## config.mk

```make
export PLATFORM = sky130hd
export DESIGN_NAME = fw_boot_gate
export DESIGN_NICKNAME = d
export VERILOG_FILES = /design/src/rtl/fw_boot_gate.sv
export SDC_FILE = /design/constraint.sdc
export NUM_CORES = 1
export LEC_CHECK = 0
export BUFFER_PORTS_ARGS = -buffer_cell sky130_fd_sc_hd__buf_2
export CORE_UTILIZATION = 59
export DETAILED_ROUTE_END_ITERATION = 10
export PLACE_DENSITY = 0.8
export SYNTH_ARGS = -nofsm -noshare
export SYNTH_HDL_FRONTEND = slang
export SYNTH_SLANG_ARGS = --single-unit
```

## constraint.sdc

```tcl
create_clock -name clk -period 2.8 [get_ports clk]
set_input_delay 0.7 -clock clk [delete_from_list [all_inputs] [get_ports clk]]
set_output_delay 0.7 -clock clk [all_outputs]
set_load 0.05 [all_outputs]
```

## src/rtl/fw_boot_gate.sv

```systemverilog
// rtl/fw_boot_gate.sv - boot-release sequencer around fw_authentication
// Retries failed authentication with backoff and releases the CPU reset only after a pass.
module fw_boot_gate #(
  parameter int MAX_ATTEMPTS   = 3,
  parameter int AUTH_TIMEOUT   = 200000,
  parameter int BACKOFF_CYCLES = 64,
  parameter int RELEASE_DELAY  = 16,
  localparam int ATT_W = $clog2(MAX_ATTEMPTS + 1)
) (
  input  logic             clk,
  input  logic             rst_n,
  input  logic             boot_start,
  input  logic             auth_done,
  input  logic             auth_result,
  output logic             auth_trigger,
  output logic             cpu_rst_n_out,
  output logic             boot_ok,
  output logic             boot_locked,
  output logic             boot_fault,
  output logic [ATT_W-1:0] attempt_count,
  output logic [3:0]       boot_status
);

  localparam int MAX_AB  = (AUTH_TIMEOUT > BACKOFF_CYCLES) ? AUTH_TIMEOUT : BACKOFF_CYCLES;
  localparam int CNT_MAX = (MAX_AB > RELEASE_DELAY) ? MAX_AB : RELEASE_DELAY;
  localparam int CNT_W   = $clog2(CNT_MAX + 1);

  localparam logic [CNT_W-1:0] TO_LAST  = CNT_W'(AUTH_TIMEOUT - 1);
  localparam logic [CNT_W-1:0] BO_LAST  = CNT_W'(BACKOFF_CYCLES - 1);
  localparam logic [CNT_W-1:0] REL_LAST = CNT_W'(RELEASE_DELAY - 1);
  localparam logic [ATT_W-1:0] ATT_MAX  = ATT_W'(MAX_ATTEMPTS);

  typedef enum logic [3:0] {
    IDLE         = 4'd0,
    WAIT_DONE    = 4'd1,
    WAIT_CLEAR   = 4'd2,
    BACKOFF      = 4'd3,
    RELEASE_WAIT = 4'd4,
    BOOTED       = 4'd5,
    LOCKED       = 4'd6,
    FAULT        = 4'd7
  } state_t;

  state_t           state_q, state_d;
  logic [CNT_W-1:0] timer_q, timer_d, timer_inc;
  logic [ATT_W-1:0] count_d, count_inc;
  logic             pass_q, pass_d;
  logic             trigger_d, cpu_rst_n_d, ok_d, locked_d, fault_d;

  assign timer_inc = (timer_q == {CNT_W{1'b1}}) ? timer_q : timer_q + CNT_W'(1);
  assign count_inc = (attempt_count == ATT_MAX) ? attempt_count : attempt_count + ATT_W'(1);

  // Outputs are registered from the next-state decode so they switch on the same edge as the state.
  always_ff @(posedge clk or negedge rst_n) begin
    if (!rst_n) begin
      state_q       <= IDLE;
      timer_q       <= '0;
      pass_q        <= 1'b0;
      attempt_count <= '0;
      auth_trigger  <= 1'b0;
      cpu_rst_n_out <= 1'b0;
      boot_ok       <= 1'b0;
      boot_locked   <= 1'b0;
      boot_fault    <= 1'b0;
      boot_status   <= 4'd0;
    end else begin
      state_q       <= state_d;
      timer_q       <= timer_d;
      pass_q        <= pass_d;
      attempt_count <= count_d;
      auth_trigger  <= trigger_d;
      cpu_rst_n_out <= cpu_rst_n_d;
      boot_ok       <= ok_d;
      boot_locked   <= locked_d;
      boot_fault    <= fault_d;
      boot_status   <= state_d;
    end
  end

  always_comb begin
    state_d = state_q;
    timer_d = timer_q;
    pass_d  = pass_q;
    count_d = attempt_count;
    unique case (state_q)
      IDLE: begin
        if (boot_start) begin
          state_d = WAIT_DONE;
          timer_d = '0;
        end
      end
      WAIT_DONE: begin
        if (auth_done) begin
          pass_d  = auth_result;
          timer_d = '0;
          state_d = WAIT_CLEAR;
        end else if (timer_q == TO_LAST) begin
          state_d = FAULT;
        end else begin
          timer_d = timer_inc;
        end
      end
      WAIT_CLEAR: begin
        if (!auth_done) begin
          timer_d = '0;
          if (pass_q) begin
            state_d = RELEASE_WAIT;
          end else begin
            count_d = count_inc;
            state_d = (count_inc == ATT_MAX) ? LOCKED : BACKOFF;
          end
        end else if (timer_q == TO_LAST) begin
          state_d = FAULT;
        end else begin
          timer_d = timer_inc;
        end
      end
      BACKOFF: begin
        // Hold at the end of backoff if done is somehow high so the upstream never sees a dirty restart.
        if (timer_q == BO_LAST) begin
          if (!auth_done) begin
            state_d = WAIT_DONE;
            timer_d = '0;
          end
        end else begin
          timer_d = timer_inc;
        end
      end
      RELEASE_WAIT: begin
        if (timer_q == REL_LAST) begin
          state_d = BOOTED;
        end else begin
          timer_d = timer_inc;
        end
      end
      default: begin
        state_d = state_q;
      end
    endcase
  end

  always_comb begin
    trigger_d   = (state_d == WAIT_DONE);
    cpu_rst_n_d = (state_d == BOOTED);
    ok_d        = (state_d == BOOTED);
    locked_d    = (state_d == LOCKED);
    fault_d     = (state_d == FAULT);
  end

endmodule

```

==> impl_metrics.tcl <==
set metrics [dict create \
    synth_top_cell_area_share_pct 38.7 \
    syn-num-nets 223 \
    p_per_area_nw_per_um2 855 \
    wl_per_cell_um 16.0 \
    antenna_found_initial 0 \
    synth_compound_area_share_pct 18.8 \
    slew_headroom_pct 57.3 \
    worst_setup_path_start_kind "register" \
    path_cells "ha_1 > nor4b_2 > nand3_1 > nor3_2 > o21ai_1 > a211o_1 > a32o_1" \
    arrival_ps 2790 \
    comb_power_share_pct 49.7 \
    fin_crit_ps 2570 \
    rows 20 \
    avgSynthCellArea_um2 8.63 \
    ir_drop_mv 0.313 \
    synth-seq-cells 29 \
    final_cell_mix "dfrtp_1, nor2_1, nand2_1" \
    synth-simple-area-share_pct 35.3 \
    viasPerCell 6.48 \
    switching_power_uw 822 \
    clk_pin_slew_ps 90 \
    grt_first_pass_wirelength_um 7380 \
    cts_tree "yes" \
    seq_area_frac_synth_pct 38.7 \
    vias 1808 \
    die_area_um2 3400 \
    syn_inst 217 \
    core_area_um2 3030 \
    p_total_uw 1760 \
    initial_core_util_pct 61.9 \
    p_leak_uw 0.000883 \
    synthArstFlopShare_pct 100 \
    p_int_uw 934 \
    drv_slew 0 \
    port_buffers 15 \
    power_frac_clock_pct 16.4 \
    cts-buffers-inserted 5 \
    grt_max_degree 30 \
    drtAntennaViolNets 0 \
    track_usage_pct 28.7 \
    cts.sinks 29 \
    slowest_stage "dfrtp_1" \
    rsz0062_at_grt "false" \
    fp.dieW_um 58.3 \
    fin_skew_ps 6.79 \
    io_pins 16 \
    grt_pass1_vias 1648 \
    hpwl_um 3150 \
    cts_setup_buffers 0 \
    n_antenna_cell 0 \
    layout-drive-gt1-share_pct 17.4 \
    min_path_type "in -> async" \
    drv_cap 0 \
    cts_root_buffer "clkbuf_4" \
    die_h_um 58.3 \
    synth.area.mux_share_pct 1.14 \
    final_hold_viol_count 0 \
    globalplace.congestion 1.06 \
    fin_tns_setup_ps 0 \
    synth.area.top_cells "dfrtp_1, a21oi_1, nand3_1" \
    status "completed" \
    synth-xor-area-share_pct 1.40 \
    cts_resized 0 \
    finalCritPeriodShare_pct 91.9 \
    seq_power_share_pct 33.9 \
    worst_pin_slew_ps 641 \
    synth_top_cell_by_area "dfrtp_1" \
    synth_top_family_by_area "simple AND/OR/NAND/NOR gates" \
    clk_latency_ps 320 \
    slowest_delay_ps 450 \
    routed_wl_um 4460 \
    synth_fa_ha_area_share_pct 0.668 \
    final_common_cell "dfrtp_1" \
    yosys.cell_types.count 52 \
    post-route-drc-count 0 \
    clock_path_buffers 2 \
    firstDrtPassIters 5 \
    holdBufCountCts 0 \
    fmax_ghz 0.389 \
    switching_share_pct 46.8 \
    nNetsFinal 240 \
    crit_fanout 7 \
    end_kind "register" \
    overflow 0 \
    required_ps 3020 \
    synth_top_flop_cell "dfrtp_1" \
    crit_type "reg -> reg" \
    setup_viol 0 \
    synth_edf_count 0 \
    syn_area_um2 1870 \
    drt_iter0_drc 165 \
    synthToLayoutAreaGrowth_pct 9.62 \
    yosys_warnings 0 \
    htreeDepth 2 \
]
==> final timing paths <==
check,slack [ps],endpoint,startpoint,cells past startpoint
min in group clk,530,attempt_count[1]$_DFFE_PN0P_,attempt_count[1]$_DFFE_PN0P_,2
min reg2reg,530,attempt_count[1]$_DFFE_PN0P_,attempt_count[1]$_DFFE_PN0P_,2
min,390,state_q[1]$_DFF_PN0_,rst_n,1
max in group asynchronous,1990,timer_q[6]$_DFFE_PN0P_,rst_n,1
max,230,timer_q[1]$_DFFE_PN0P_,timer_q[0]$_DFFE_PN0P_,7
max reg2reg,230,timer_q[1]$_DFFE_PN0P_,timer_q[0]$_DFFE_PN0P_,7
==> power groups by stage <==
| stage | Clock, uW | Sequential (uW) | Combinational (uW) |
|---|---|---|---|
| 2_1_floorplan | 0 | 733 | 549 |
| 3_3_place_gp | 0 | 592 | 846 |
| 3_5_place_dp | 0 | 601 | 864 |
| 4_1_cts | 293 | 594 | 867 |
| 5_1_grt | 312 | 610 | 943 |
| 6_report | 288 | 595 | 873 |
==> critical path: cells and delay by family, from the launching register on <==
family                     cells  cell delay [ps]
AOI/OAI and AO/OA              3              710
adders and majority gates      1              330
DFF                            1              450
and+or+nand+nor                3              980
==> cells in the mapped netlist, drive strengths merged (4+ instances only) <==
| cell type | instances |
|---|---|
| dfrtp | 29 |
| nor2 | 23 |
| a21oi | 20 |
| nand2 | 19 |
| nand3 | 18 |
| o21ai | 10 |
| nor3 | 9 |
| nand4 | 8 |
| buf | 7 |
| inv | 6 |
| and3 | 4 |
| and4 | 4 |
| nor4 | 4 |
==> flip-flops by register name, indices dropped and copies added, names as in the netlist <==
register / cells
boot_fault: 1
auth_trigger: 1
boot_ok: 1
attempt_count: 2
boot_locked: 1
state_q: 4
timer_q: 18
pass_q: 1
==> area by class of cell <==
| type | instances | area, um2 |
|---|---|---|
| clock buffer | 7 | 65.1 |
| clock inverter | 1 | 5.00 |
| fill | 250 | 975 |
| inverter | 6 | 22.5 |
| multi-input combinational | 173 | 1070 |
| sequential | 29 | 726 |
| tap | 44 | 55.1 |
| timing repair buffer | 19 | 105 |
==> per-layer routing <==
metal | track usage, % | part of all wire, %
met1 | 35.7 | 41
met2 | 48.1 | 49
met3 | 6.15 | 7.5
met4 | 12.9 | 3.0
met5 | 0 | 0
==> through the flow <==
| stage | hold slack [ps] | instance area [um2] | utilization, % | setup WS, ps | instances |
|---|---|---|---|---|---|
| finish | 392 | 2050 | 67.8 | 227 | 279 |
| global route | 429 | 2050 | 67.8 | 126 | 279 |
| CTS | 407 | 2050 | 67.8 | 282 | 279 |
| detailed placement | 512 | 1980 | 65.5 | 308 | 271 |
| global placement | 491 | 1980 | 65.5 | 406 | 271 |
| floorplan | 404 | 1870 | - | 596 | 217 |
==> logic make-up after synthesis <==
group / count (synthesis)
buf+inv: 15
fa+ha+maj: 1
simple gates: 114
mux: 2
flops: 29
xor+xnor: 3
compound gates: 53
(Power assumes the default switching activity.)
